### config.mk
export PLATFORM = sky130hd
export DESIGN_NAME = mac_dot_seq
export DESIGN_NICKNAME = d
export VERILOG_FILES = /design/src/rtl/mac_dot_seq.sv
export SDC_FILE = /design/constraint.sdc
export NUM_CORES = 1
export LEC_CHECK = 0
export ABC_AREA = 1
export BUFFER_PORTS_ARGS = -buffer_cell sky130_fd_sc_hd__buf_2
export CORE_UTILIZATION = 30
export CTS_BUF_LIST = sky130_fd_sc_hd__clkbuf_8
export CTS_CLUSTER_SIZE = 24
export DETAILED_ROUTE_END_ITERATION = 8
export PLACE_DENSITY = 0.5
export SETUP_SLACK_MARGIN = 0.3
export SLEW_MARGIN = 10
export SYNTH_ARGS = -nofsm -noshare
export SYNTH_HDL_FRONTEND = slang
export SYNTH_SLANG_ARGS = --single-unit
### constraint.sdc
create_clock -name clk -period 3.9 [get_ports clk]
set_clock_uncertainty 0.15 [all_clocks]
set_input_delay 0 -clock clk [delete_from_list [all_inputs] [get_ports clk]]
set_output_delay 0 -clock clk [all_outputs]
set_load 0.1 [all_outputs]
### src/rtl/mac_dot_seq.sv
// rtl/mac_dot_seq.sv - operand FIFO and sequencer feeding one MAC lane for a VEC_LEN-term dot product
//
// Purpose: buffers (A,B) operand pairs and, for each start pulse taken in IDLE,
// clears the MAC, streams exactly VEC_LEN pairs into it, and captures Cout as
// the result. The result is held on a valid/ready output until it is accepted.
//
// Ports:
//   clk, rst_n                       clock, asynchronous active-low reset
//   start                            begin one dot product (honoured in IDLE only)
//   in_valid, in_ready, in_a, in_b   operand pair input (in_ready = !full)
//   mac_en, mac_clr, mac_a, mac_b    MAC controls; operands are the FIFO head
//   mac_cout                         MAC accumulator output
//   res_valid, res_ready, res_data   dot product result
//   busy                             sequencer is not in IDLE
module mac_dot_seq #(
    parameter int DATA_WIDTH = 8,
    parameter int VEC_LEN    = 8,
    parameter int FIFO_DEPTH = 8
) (
    input  logic                      clk,
    input  logic                      rst_n,
    input  logic                      start,
    input  logic                      in_valid,
    output logic                      in_ready,
    input  logic [DATA_WIDTH-1:0]     in_a,
    input  logic [DATA_WIDTH-1:0]     in_b,
    output logic                      mac_en,
    output logic                      mac_clr,
    output logic [DATA_WIDTH-1:0]     mac_a,
    output logic [DATA_WIDTH-1:0]     mac_b,
    input  logic [3*DATA_WIDTH-1:0]   mac_cout,
    output logic                      res_valid,
    input  logic                      res_ready,
    output logic [3*DATA_WIDTH-1:0]   res_data,
    output logic                      busy
);

    localparam int AW = $clog2(FIFO_DEPTH);
    localparam int CW = AW + 1;
    localparam int TW = $clog2(VEC_LEN + 1);
    localparam int RW = 3 * DATA_WIDTH;

    localparam logic [2:0] S_IDLE   = 3'd0;
    localparam logic [2:0] S_CLEAR  = 3'd1;
    localparam logic [2:0] S_RUN    = 3'd2;
    localparam logic [2:0] S_DONE   = 3'd3;
    localparam logic [2:0] S_RESULT = 3'd4;

    logic [2:0]            r_state;
    logic [TW-1:0]         r_term;
    logic [RW-1:0]         r_res_data;

    logic [DATA_WIDTH-1:0] r_mem_a [FIFO_DEPTH];
    logic [DATA_WIDTH-1:0] r_mem_b [FIFO_DEPTH];
    logic [AW-1:0]         r_wr_ptr;
    logic [AW-1:0]         r_rd_ptr;
    logic [CW-1:0]         r_count;

    logic                  w_full;
    logic                  w_empty;
    logic                  w_push;
    logic                  w_pop;

    // in_ready depends on the registered count only, so a pop in the same
    // cycle does not open a slot while full.
    assign w_full  = (r_count == CW'(FIFO_DEPTH));
    assign w_empty = (r_count == '0);
    assign w_push  = in_valid && !w_full;
    assign w_pop   = (r_state == S_RUN) && !w_empty;

    assign in_ready  = !w_full;
    assign mac_en    = w_pop;
    assign mac_clr   = (r_state == S_CLEAR);
    assign mac_a     = r_mem_a[r_rd_ptr];
    assign mac_b     = r_mem_b[r_rd_ptr];
    assign res_valid = (r_state == S_RESULT);
    assign res_data  = r_res_data;
    assign busy      = (r_state != S_IDLE);

    // Storage array carries no reset; the pointers and count define validity.
    always_ff @(posedge clk) begin
        if (w_push) begin
            r_mem_a[r_wr_ptr] <= in_a;
            r_mem_b[r_wr_ptr] <= in_b;
        end
    end

    always_ff @(posedge clk or negedge rst_n) begin
        if (!rst_n) begin
            r_wr_ptr <= '0;
            r_rd_ptr <= '0;
            r_count  <= '0;
        end else begin
            if (w_push) begin
                r_wr_ptr <= r_wr_ptr + AW'(1);
            end
            if (w_pop) begin
                r_rd_ptr <= r_rd_ptr + AW'(1);
            end
            case ({w_push, w_pop})
                2'b10:   r_count <= r_count + CW'(1);
                2'b01:   r_count <= r_count - CW'(1);
                default: r_count <= r_count;
            endcase
        end
    end

    always_ff @(posedge clk or negedge rst_n) begin
        if (!rst_n) begin
            r_state    <= S_IDLE;
            r_term     <= '0;
            r_res_data <= '0;
        end else begin
            case (r_state)
                S_IDLE: begin
                    if (start) begin
                        r_state <= S_CLEAR;
                    end
                end
                S_CLEAR: begin
                    r_term  <= '0;
                    r_state <= S_RUN;
                end
                S_RUN: begin
                    if (w_pop) begin
                        r_term <= r_term + TW'(1);
                        if (r_term == TW'(VEC_LEN - 1)) begin
                            r_state <= S_DONE;
                        end
                    end
                end
                S_DONE: begin
                    // The last term was registered into the MAC on the
                    // previous edge, so Cout now holds the full sum.
                    r_res_data <= mac_cout;
                    r_state    <= S_RESULT;
                end
                S_RESULT: begin
                    if (res_ready) begin
                        r_state <= S_IDLE;
                    end
                end
                default: begin
                    r_state <= S_IDLE;
                end
            endcase
        end
    end

endmodule
==> run metrics <==
Post-synth top cells=128 x edfxtp_1, 111 x nor2_1, 83 x nand2_1; Final min period=2580 ps; Final Non-Filler Cells=1037; Post-DP HPWL=9120 µm; final wirelength=15300 µm; layout cells sized above 1=24.6%; crit path max-delay cell type=dfrtp_1; area of the core=22800 µm²; Register-to-Register Path Depth=6; Yosys Warn Count=0; Post-synth EDFFs=128; CP Launch Type=flop; R2R Path End=r_mem_a[4][2]$_DFFE_PP_; Residual DRC=0; worst reg2reg setup slack=1630 ps; crit-path cells=buf_12 > o21ai_0 > o21ai_0 > nand2_1 > nand2_1 > buf_2; sequential fraction of the synthesis area=69.5%; WP depth=6; Placed Cells=961; DR pass1 iterations=5; Slew Limit Fails=0; GPL Wtd Cong=0.756; CP required=3750 ps; measured slew at the worst slew-check pin=925 ps; Mapped Area=7010 µm²; RSZ-0062 raised after global routing=no; Max Fclk=0.387 GHz; crit-path max cell delay=760 ps; GR Overflow Total=0; total global-route track usage=13.4%; initial core utilization=30.8%; DRT antenna net count=0; Hold Buf Count CTS=44; post-synthesis cell count=570; FFs w/ async S/R, synth=24.3%; Max-slew headroom=38.3%; Post-CTS Setup Inserts=0; area of the die=24000 µm²; Final Cycle Share=66.3%; DRT iter0 DRCs=281; Worst setup EP type=output pin; post-DR vias/cell=4.42; routed len/inst=14.7 µm; Post-Syn Nets=621; Root Buffer=clkbuf_8; top cell type's share of synthesized area=54.8%; Finished Core Util=37.8%; CP Data Arrival Time=2430 ps; total CTS buffers=17; via count=4585; Horiz. Die Dim=155 µm; status=finished, final reports clean; synthesized flop and latch total=169; pin count of the biggest net entering global routing=66; Final Net Count=762; cts repair resizes=0; Synth area leader=edfxtp_1; top post-synthesis cells by area=edfxtp_1 55%, dfrtp_1 15%, nor2_1 5.9%; first-pass GRT wire length=24500 µm; I/O pins=90; Critical Path Sink=mac_b[4]; number of port buffers=89; area added between synthesis and finish=22.8%; setup_tns=0 ps; Synth Area per Inst=12.3 µm²; critical path startpoint=r_rd_ptr[1]$_DFFE_PN0P_; CTS tree=built; H-tree lvl count=4; Hold WC Path Type=in -> async; die height=155 µm; most used flip-flop cell after synthesis=edfxtp_1; Top delay family on crit path=flip-flops; initial antenna violation count=0; Final Hold Fails=0; Num Clock Sinks=169; Max-cap violations=0; final setup vio count=0; WS Path Type=reg -> out; Skew-Pair Late Insertion Delay=450 ps; CTS max path bufs=2; number of diodes=0; worst r2r src=r_count[0]$_DFFE_PN0P_; number of global-route vias before repair=4653; Clock transition at path regs=90 ps; most common cell in the synthesized netlist=edfxtp_1; Site Rows=55; worst path bufs/invs=2; Max FO, Critical Path=49; library cells used by synthesis=27
through the flow:
step	instance area, µm²	setup slack [ps]	hold WS, ps
global placement	7780	1710	27.8
floorplan	7010	1360	-446
CTS	8610	1220	78.8
finish	8610	1320	71.3
detailed placement	7780	1610	50.3
global route	8610	1090	110
logic make-up after synthesis:
family / after synthesis / share of synthesized area (%)
and+or+nand+nor: 215 / 12.6
AOI/OAI and AO/OA: 105 / 7.50
xor gates and xnor gates: 7 / 0.875
DFF: 169 / 69.5
muxes: 24 / 4.87
adders and majority gates: 6 / 1.07
buffers and inverters: 44 / 3.64
worst min-delay path by stage:
stage	to	cells after the start	slack [ps]	startpoint
CTS	res_data[23]$_DFFE_PN0P_	2	80	rst_n
global route	res_data[23]$_DFFE_PN0P_	2	110	rst_n
detailed placement	res_data[23]$_DFFE_PN0P_	1	50	rst_n
floorplan	r_count[0]$_DFFE_PN0P_	0	-450	rst_n
global placement	res_data[11]$_DFFE_PN0P_	1	30	rst_n
finish	res_data[13]$_DFFE_PN0P_	2	70	rst_n
routing by layer:
| metal | vias to the layer above | wire length, µm | share of wire (%) | track usage [%] |
|---|---|---|---|---|
| met2 | 104 | 7300 | 48 | 22.4 |
| met3 | 13 | 730 | 4.8 | 3.98 |
| met1 | 2223 | 7090 | 46 | 17.1 |
| li1 | 2245 | - | - | - |
| met5 | - | 0 | 0 | 0 |
| met4 | 0 | 153 | 1.0 | 3.35 |
cells in the final DEF (no fill, tap or decap), types with 6 or more instances in the layout:
cell           count
dlygate4sd3_1     44
o21ai_0           67
inv_1             11
edfxtp_1         128
o21ai_1           37
ha_1               6
clkbuf_8          17
buf_4             14
nand2_1           83
nor2_1           111
inv_6              8
dfrtp_1           40
inv_2              6
mux2_4            19
buf_2             89
nand3_1            7
flip-flops by register name, indices dropped and copies added, names as in the netlist:
signal	count
r_term	4
res_data	24
r_rd_ptr	3
r_count	4
r_mem_a	64
r_wr_ptr	3
r_mem_b	64
r_state	3
worst register-to-register path, cell delays in order, from the launching register on:
cell	delay [ps]
dfrtp_1	460
nor2_4	60
nand3_2	70
nand2_2	90
or2_4	260
nor2_1	540
buf_4	340
area by class of cell:
| class | instances | area, µm² |
|---|---|---|
| Clock inverter | 15 | 151 |
| Fill cell | 2180 | 14200 |
| Timing Repair Buffer | 148 | 1010 |
| Clock buffer | 17 | 234 |
| Multi-Input combinational cell | 357 | 1880 |
| Sequential cell | 169 | 4870 |
| Tap cell | 313 | 392 |
| Inverter | 18 | 67.6 |
Power is not shown: default switching activity piles up to over one toggle a cycle in this logic, so the estimate is an artifact.
